$ cat src/rtl/stream_pkg.sv
// ============================================================================
// Module   : stream_pkg
// Purpose  : Shared definitions for the lock-in / mixer stream chain
//            (multiplier, boxcar decimator and downstream stages).
// Contents : DEFAULT_DATA_WIDTH  - default sample width, Q1.(W-1) signed
//            acc_width()         - accumulator width for a 2^L-sample sum
//            clamp_log2()        - clamps a requested log2 window length
// Revision : 1.0 - initial release
// ============================================================================
`default_nettype none

package stream_pkg;

  localparam int DEFAULT_DATA_WIDTH = 16;

  // A sum of 2^MAX_LOG2_N samples of DATA_WIDTH bits needs MAX_LOG2_N extra
  // integer bits to be overflow-free.
  function automatic int acc_width(input int data_width, input int max_log2_n);
    return data_width + max_log2_n;
  endfunction

  // Requests above the supported maximum saturate at the maximum.
  function automatic logic [7:0] clamp_log2(input logic [7:0] req, input int max_l);
    if (int'(req) > max_l) begin
      return 8'(max_l);
    end
    return req;
  endfunction

endpackage

`default_nettype wire

$ cat src/rtl/stream_boxcar_decimator.sv
// ============================================================================
// Module   : stream_boxcar_decimator
// Purpose  : Boxcar averager + decimator. Sums 2^L accepted signed samples
//            and emits their mean (arithmetic shift) once per window.
// Ports    : clk            - clock, rising edge
//            resetn         - synchronous active-low reset
//            clear          - synchronous window restart, drops partial sum
//            decim_log2     - requested L (window N = 2^L), clamped
//            data_i_tdata   - signed input sample
//            data_i_tvalid  - input sample accepted when high (no backpressure)
//            data_o_tdata   - registered signed window mean
//            data_o_tvalid  - one-cycle pulse per completed window
//            window_l       - L currently in effect
// Config   : STREAM_BOXCAR_ROUND_EN - when defined, adds 2^(L-1) before the
//            shift (round half up); otherwise the mean is floored.
// Revision : 1.0 - initial release
// ============================================================================
`default_nettype none

module stream_boxcar_decimator
  import stream_pkg::*;
#(
  parameter int DATA_WIDTH = DEFAULT_DATA_WIDTH,
  parameter int MAX_LOG2_N = 10
) (
  input  logic                  clk,
  input  logic                  resetn,
  input  logic                  clear,
  input  logic [7:0]            decim_log2,
  input  logic [DATA_WIDTH-1:0] data_i_tdata,
  input  logic                  data_i_tvalid,
  output logic [DATA_WIDTH-1:0] data_o_tdata,
  output logic                  data_o_tvalid,
  output logic [7:0]            window_l
);

  localparam int c_ACC_W = acc_width(DATA_WIDTH, MAX_LOG2_N);
  localparam int c_CNT_W = MAX_LOG2_N + 1;

  logic signed [c_ACC_W-1:0] r_acc;
  logic        [c_CNT_W-1:0] r_cnt;
  logic        [7:0]         r_l_act;

  logic                      w_empty;
  logic        [7:0]         w_l_req;
  logic        [7:0]         w_l;
  logic        [c_CNT_W-1:0] w_cnt_max;
  logic                      w_last;
  logic signed [c_ACC_W-1:0] w_ext;
  logic signed [c_ACC_W-1:0] w_sum;
  logic signed [c_ACC_W-1:0] w_rsum;
  logic signed [c_ACC_W-1:0] w_shifted;

  assign w_empty = (r_cnt == '0);
  assign w_l_req = clamp_log2(decim_log2, MAX_LOG2_N);

  // The first sample of a window must already see the newly latched L, so
  // the effective L bypasses the register while the window is empty.
  assign w_l = w_empty ? w_l_req : r_l_act;

  assign w_cnt_max = (c_CNT_W'(1) << w_l) - c_CNT_W'(1);
  assign w_last    = (r_cnt == w_cnt_max);

  assign w_ext = {{MAX_LOG2_N{data_i_tdata[DATA_WIDTH-1]}}, data_i_tdata};
  assign w_sum = r_acc + w_ext;

`ifdef STREAM_BOXCAR_ROUND_EN
  logic signed [c_ACC_W-1:0] w_bias;
  // Half an LSB of the output; absent for L=0 so pass-through is exact.
  assign w_bias = (w_l == 8'd0) ? '0 : (c_ACC_W'(1) << (w_l - 8'd1));
  assign w_rsum = w_sum + w_bias;
`else
  assign w_rsum = w_sum;
`endif

  // Arithmetic shift floors toward minus infinity; the mean of in-range
  // samples always fits DATA_WIDTH so plain truncation is safe.
  assign w_shifted = w_rsum >>> w_l;

  always_ff @(posedge clk) begin
    if (!resetn) begin
      r_acc         <= '0;
      r_cnt         <= '0;
      r_l_act       <= '0;
      data_o_tdata  <= '0;
      data_o_tvalid <= 1'b0;
    end else begin
      data_o_tvalid <= 1'b0;
      if (w_empty) begin
        r_l_act <= w_l_req;
      end
      if (clear) begin
        r_acc <= '0;
        r_cnt <= '0;
      end else if (data_i_tvalid) begin
        if (w_last) begin
          data_o_tdata  <= DATA_WIDTH'(w_shifted);
          data_o_tvalid <= 1'b1;
          r_acc         <= '0;
          r_cnt         <= '0;
        end else begin
          r_acc <= w_sum;
          r_cnt <= r_cnt + c_CNT_W'(1);
        end
      end
    end
  end

  assign window_l = r_l_act;

endmodule

`default_nettype wire

$ cat config.mk
export PLATFORM = sky130hd
export DESIGN_NAME = stream_boxcar_decimator
export DESIGN_NICKNAME = d
export VERILOG_FILES = /design/src/rtl/stream_pkg.sv /design/src/rtl/stream_boxcar_decimator.sv
export SDC_FILE = /design/constraint.sdc
export NUM_CORES = 1
export LEC_CHECK = 0
export CORE_MARGIN = 1
export CORE_UTILIZATION = 25
export CTS_CLUSTER_SIZE = 16
export DETAILED_ROUTE_END_ITERATION = 10
export GPL_TIMING_DRIVEN = 0
export HOLD_SLACK_MARGIN = 0.02
export PLACE_DENSITY = 0.47
export SLEW_MARGIN = 30
export SYNTH_ARGS = -nofsm -noshare
export SYNTH_HDL_FRONTEND = slang
export SYNTH_SLANG_ARGS = --single-unit
$ cat constraint.sdc
create_clock -name clk -period 6.4 [get_ports clk]
set_input_delay 1.92 -clock clk [delete_from_list [all_inputs] [get_ports clk]]
set_output_delay 1.92 -clock clk [all_outputs]
set_load 0.005 [all_outputs]
==> out/metrics.cfg, run 1 <==
[grt]
track_usage=0.1932
grt_pass1_wl_um=36810
grt_antenna_before_repair=0
overflow=0
grt_max_degree=20
grt_util_met1=0.2660
grt_pass1_vias=6531
grt_use_met2=0.3074
grt.busiest_layer=met2
use_met3=0.03579

[final_layout]
fill_cells=2603
drive_gt1_frac=0.06803
area_growth_syn_to_layout_pct=22.63
insertedDiodeCount=0
multiInputGateArea_mm2=0.004559
fin_nets=978
regArea_mm2=0.001241

[synthesis]
ys_seq_elements=62
synth_compound_area_frac=0.3404
synthTopCellsByArea=dfxtp_1 (21%), nand2_1 (6.4%), a21oi_1 (6.3%)
yosysMostFrequentCell=nand2_1
synthTopCellsByCount=nand2_1 (103), nor2_1 (86), a21oi_1 (76)
synth.cell_area_mm2=0.006050
synth_top_family_by_area=compound AO/OA/AOI/OAI gates
ys.flop_type=dfxtp_1
syn-instance-count=854
yosys.area.top_type_share=0.2052
synth_edf_count=0
synth_adder_area_share=0.06122
synthMuxAreaShare=0.04219
synthSimpleGateAreaFrac=0.2625
yosys.area_share.xor_xnor=0.04054
yosys.area.top_type=dfxtp_1
synth-seq-area-share=0.2052
yosysUniqueCellTypes=80
synth-warning-count=0
syn_nets=911
synth.avg_cell_area_um2=7.084
ys_async_sr_fraction=0

[detailed_routing]
routed_wl_um=23300
firstDrtPassIters=5
via_per_inst=5.550
drt_iter0_drc=524
ant_nets=0
drcViolationCount=0
routedWlPerCell_um=18.71
vias=6910

[floorplanning]
io-pin-count=53
initial_core_util=0.2562
die_area_mm2=0.02482
rows=56
fp.dieW_um=157.6
fp.dieH_um=157.6
core_mm2=0.02361

[clock_tree]
hold_buffers=0
cts_buffers=9
clk_pin_slew_ns=0.06
clk_latency_ns=0.35
cts_tree=built
cts_sinks=62
cts_buffer_depth=2
h-tree-depth=3
cts_root_buf=clkbuf_16

[setup_path]
crit_required_ns=6.64
critPathKind=input port to flip-flop
critPathCaptureType=flip-flop
worst-path-max-fanout=10
cp.arrival_ns=6.42
start_kind=input port

[pwr]
p_per_area_mw_per_mm2=182.0
irDropWorstVdd_mv=0.09753
p_leak_nw=2.709
power_mw=1.350

[place]
io_buffers=52
post-dp-hpwl_um=18230
gp_congestion=0.9353

[sta]
fin_crit_ns=6.179
slew_viol_final=0
hold_violations=0
tightestPinTransition_ns=0.9252
maxSlewHeadroom=0.3775
rsz0062_at_grt=no
skew_ns=0.01279
setup_viol=0
max_freq_ghz=0.1618
holdWs_ns=0.4654
fin_crit_sh=0.9655

[flow_run]
cap_violations=0

[run_status]
outcome=finished clean

[worst_hold_path]
min_path_type=flip-flop to flip-flop

[cell families (layout without fill, tap and decap cells)]
logic type	count (synthesis)	in the layout
simple gates	335	335
compound gates	304	304
buf+inv	72	144
flops	62	62
fa+ha+maj	29	29
xor+xnor	28	28
mux	24	24
[report_power, final]
part / total (mW) / switching, mW / internal, mW
registers: 0.400 / 0.00527 / 0.394
clock network: 0.569 / 0.196 / 0.373
logic: 0.382 / 0.242 / 0.140
total: 1.35 / 0.444 / 0.907
[repair_timing]
item / CTS / global route
setup buffers: 4 / 1
pin swaps: 4 / 3
gates resized for setup: 16 / 9
setup endpoints to repair: 54 / 38
[cell type report]
type,count,area share
tap,319,0.05380
clock buffer,13,0.03643
timing repair buffer,57,0.07556
clock inverter,3,0.008770
multi-input combinational,720,0.6146
sequential,62,0.1673
buffer,58,0.03694
inverter,13,0.006578
[worst paths after layout]
| kind | startpoint | to | slack (ns) | cells after the start |
|---|---|---|---|---|
| worst max register to register | r_cnt[0] | data_o_tdata[6] | 1.31 | 21 |
| worst min-delay path | r_acc[3] | r_acc[3] | 0.47 | 2 |
| worst min register to register | r_acc[3] | r_acc[3] | 0.47 | 2 |
| worst max-delay path | decim_log2[6] | data_o_tdata[6] | 0.22 | 19 |
[stage by stage]
stage	area (um2)	instances	TNS (ns)	setup WS, ns	utilization
after detailed placement	6969	1225	-50.90	-1.242	0.2951
after CTS	7381	1244	0	0.01745	0.3126
after global routing	7418	1245	0	0.008704	0.3142
final	7418	1245	0	0.2210	0.3142
after global placement	6969	1225	-52.69	-1.315	0.2951
after floorplan	6050	854	0	0.3537	-
[critical path, stage by stage]
cell	delay, ns
clkdlybuf4s50_1	0.46
or4_4	0.58
a211oi_2	0.24
a21o_1	0.19
buf_6	0.17
buf_6	0.16
clkbuf_8	0.19
nand3_1	0.09
ha_2	0.23
buf_2	0.19
xor2_1	0.18
a211o_1	0.29
o211ai_1	0.09
nand4_1	0.19
a2111o_1	0.46
nor3_4	0.26
buf_6	0.19
o211ai_1	0.09
o221a_1	0.24
[cell usage in the layout, fill, tap and decap left out, types with 8 or more instances in the layout]
master             n
a211oi_1          18
nand3_1           48
nor2_1            85
clkdlybuf4s50_1   51
clkbuf_1          40
clkbuf_16          9
and3_1            11
or3_1             11
mux2i_1           14
and2_1             9
a21o_1            11
a31oi_1           14
o211ai_1          18
inv_1             11
mux2_2             8
xnor2_1           20
buf_4              8
a22oi_1            8
dfxtp_1           62
nand2_1          103
xor2_1             8
nand4_1           16
o21ai_0           58
a21oi_1           76
o22ai_1           13
ha_1              27
nor3_1            15
[per-layer routing]
layer / routed length [um] / share of wire
met5: 0 / 0
met4: 387 / 0.017
met3: 1250 / 0.054
met2: 10460 / 0.45
met1: 11200 / 0.48
[state kept, by name, summed over array words and instances (netlist names)]
name,flops
r_acc,26
r_cnt,11
data_o_tvalid,1
data_o_tdata,16
window_l,8
(Power assumes the default switching activity.)
==> run 2, diff against run 1 <==
--- a/config.mk
+++ b/config.mk
@@ -5,14 +5,15 @@
 export SDC_FILE = /design/constraint.sdc
 export NUM_CORES = 1
 export LEC_CHECK = 0
+export ABC_CLOCK_PERIOD_IN_PS = 6400
 export CORE_MARGIN = 1
-export CORE_UTILIZATION = 25
+export CORE_UTILIZATION = 30
 export CTS_CLUSTER_SIZE = 16
 export DETAILED_ROUTE_END_ITERATION = 10
 export GPL_TIMING_DRIVEN = 0
 export HOLD_SLACK_MARGIN = 0.02
-export PLACE_DENSITY = 0.47
-export SLEW_MARGIN = 30
+export PLACE_DENSITY = 0.53
+export SLEW_MARGIN = 20
 export SYNTH_ARGS = -nofsm -noshare
 export SYNTH_HDL_FRONTEND = slang
 export SYNTH_SLANG_ARGS = --single-unit
==> out/metrics.cfg, run 2 (synthesized netlist as in run 1, its figures left out) <==
[setup_path]
r2r_slack_ns=0.98  ; was 1.31 ns
critPathCaptureType=flip-flop  ; unchanged
crit_required_ns=6.64  ; about the same
start_kind=input port  ; unchanged
path_cells=clkdlybuf4s50_1 > or4_4 > a211oi_4 > a21oi_2 > clkbuf_1 > nor2_4 > nand2_1 > ha_2 > nor3_1 > mux2_2 > mux2_1 > a221o_1 > a22o_1 > a2111o_1 > nor3_4 > buf_6 > o211ai_1 > o221a_1  ; was clkdlybuf4s50_1 > or4_4 > a211oi_2 > a21o_1 > buf_6 > buf_6 > clkbuf_8 > nand3_1 > ha_2 > buf_2 > xor2_1 > a211o_1 > o211ai_1 > nand4_1 > a2111o_1 > nor3_4 > buf_6 > o211ai_1 > o221a_1
critPathKind=input port to flip-flop  ; unchanged
worst_path_max_delay_cell=clkdlybuf4s50_1  ; was or4_4
r2r_start=r_cnt[0]  ; unchanged
worst-path-max-fanout=10  ; unchanged
crit_end=data_o_tdata[6]  ; unchanged
cp.arrival_ns=6.57  ; was 6.42 ns
crit_path_max_incr_delay_ns=0.53  ; was 0.58 ns
startpoint=decim_log2[6]  ; unchanged
regToRegEndpoint=data_o_tdata[6]  ; unchanged
rr_worst_depth=21  ; unchanged

[detailed_routing]
firstDrtPassIters=5  ; unchanged
drcViolationCount=0  ; unchanged
routed_wl_um=22980  ; was 23,300 um
via_per_inst=5.866  ; was 5.550
routedWlPerCell_um=19.31  ; was 18.71 um
ant_nets=0  ; unchanged
vias=6980  ; was 6,910
drt_iter0_drc=680  ; was 524

[final_layout]
fin_nets=977  ; was 978
final_core_util=0.3741  ; was 0.3142
largest-register=r_acc  ; unchanged
regArea_mm2=0.001241  ; unchanged
insertedDiodeCount=0  ; unchanged
fill_cells=2116  ; was 2,603
largest_register_ffs=26  ; unchanged
largestRegisters=r_acc: 26 flops, data_o_tdata: 16 flops, r_cnt: 11 flops  ; unchanged
drive_gt1_frac=0.06378  ; was 0.06803
area_growth_syn_to_layout_pct=21.14  ; was 22.63%
layout_commonest_cell=nand2_1  ; unchanged
layout_common_cells=nand2_1 (103), nor2_1 (85), a21oi_1 (76), dfxtp_1 (62), o21ai_0 (58)  ; unchanged
multiInputGateArea_mm2=0.004574  ; was 0.004559 mm2

[floorplanning]
fp.dieW_um=144.0  ; was 157.6 um
fp.dieH_um=144.0  ; was 157.6 um
core_mm2=0.01959  ; was 0.02361 mm2
initial_core_util=0.3088  ; was 0.2562
rows=51  ; was 56
die_area_mm2=0.02074  ; was 0.02482 mm2
io-pin-count=53  ; unchanged

[run_status]
outcome=finished clean  ; unchanged

[clock_tree]
cts_buffers=9  ; unchanged
cts_root_buf=clkbuf_16  ; unchanged
h-tree-depth=3  ; unchanged
clk_pin_slew_ns=0.06  ; about the same
clk_latency_ns=0.35  ; about the same
hold_buffers=0  ; unchanged
cts_buffer_depth=2  ; unchanged
cts_sinks=62  ; unchanged
cts_tree=built  ; unchanged

[sta]
max_freq_ghz=0.1580  ; was 0.1618 GHz
setup-tns-final_ns=0  ; unchanged
maxSlewHeadroom=0.4363  ; was 0.3775
slew_viol_final=0  ; unchanged
hold_violations=0  ; unchanged
holdWs_ns=0.4558  ; was 0.4654 ns
tightestPinTransition_ns=0.8378  ; was 0.9252 ns
rsz0062_at_grt=yes  ; was no
fin_crit_sh=0.9887  ; was 0.9655
fin_crit_ns=6.328  ; was 6.179 ns
skew_ns=0.007090  ; was 0.01279 ns
setup_viol=0  ; unchanged

[worst_hold_path]
min_path_type=flip-flop to flip-flop  ; unchanged
hold_depth=2  ; unchanged

[flow_run]
cap_violations=0  ; unchanged

[grt]
grt_max_degree=20  ; unchanged
grt_pass1_vias=6643  ; was 6,531
track_usage=0.2284  ; was 0.1932
grt_antenna_before_repair=0  ; unchanged
grt_pass1_wl_um=36290  ; was 36,810 um
overflow=0  ; unchanged

[place]
io_buffers=52  ; unchanged
gp_congestion=0.9056  ; was 0.9353
post-dp-hpwl_um=17830  ; was 18,230 um

[pwr]
p_per_area_mw_per_mm2=176.6  ; was 182.0 mW/mm2
p_leak_nw=2.690  ; was 2.709 nW
irDropWorstVdd_mv=0.1221  ; was 0.09753 mV

[run 2: cell count changes in the layout (fill, tap and decap cells not counted), sizes merged]
cell      delta
clkinvlp     +1
bufinv       -1
buf          -3
clkbuf       +2
[run 2: cell type report]
cell class | instances | area share
plain buffers | 58 | 0.03773
clock inverters | 3 | 0.005805
repair buffers | 56 | 0.07547
multi-input cells | 720 | 0.6242
flip-flops and latches | 62 | 0.1694
inverters | 13 | 0.006659
well taps | 265 | 0.04524
clock buffers | 13 | 0.03551
[run 2: layer usage]
layer / GRT usage / vias to the layer above / wire length (um)
met5: 0 / - / 0
met4: 0.08623 / 0 / 600
met3: 0.03940 / 41 / 1400
met2: 0.3616 / 262 / 10070
met1: 0.3077 / 3291 / 10900
li1: - / 3386 / -
[run 2: what timing repair did]
action                     CTS  global route
pin swaps                    6             3
setup endpoints to repair   54            33
resized for setup           19             8
buffers inserted             4             0
[run 2: worst max-delay path, delay by kind of cell]
kind / cells / cell delay (ns)
adders and majority gates: 1 / 0.22
muxes: 2 / 0.61
buffers and inverters: 3 / 1.23
and+or+nand+nor: 5 / 0.78
AOI/OAI and AO/OA: 7 / 1.80
[run 2: worst min-delay path by stage]
stage | from | to
finish | r_acc[7] | r_acc[7]
global route | r_acc[4] | r_acc[4]
CTS | r_acc[7] | r_acc[7]
detailed placement | r_acc[7] | r_acc[7]
global placement | r_acc[7] | r_acc[7]
floorplan | r_acc[7] | r_acc[7]
[run 2: stage by stage]
step | area [um2] | total power, mW | cells | worst slack (ns)
2_1_floorplan | 6050 | 0.6581 | 854 | 0.3537
3_3_place_gp | 6902 | 0.7764 | 1171 | -1.225
3_5_place_dp | 6902 | 0.7738 | 1171 | -1.203
4_1_cts | 7293 | 1.296 | 1190 | 0.03437
5_1_grt | 7328 | 1.357 | 1190 | -0.07460
6_report | 7328 | 1.294 | 1190 | 0.07211
[run 2: power breakdown]
| group | leakage [nW] | internal (mW) | switching (mW) | total (mW) |
|---|---|---|---|---|
| logic | 2.04 | 0.140 | 0.241 | 0.381 |
| clock network | 0.146 | 0.322 | 0.191 | 0.513 |
| registers | 0.502 | 0.394 | 0.00516 | 0.400 |
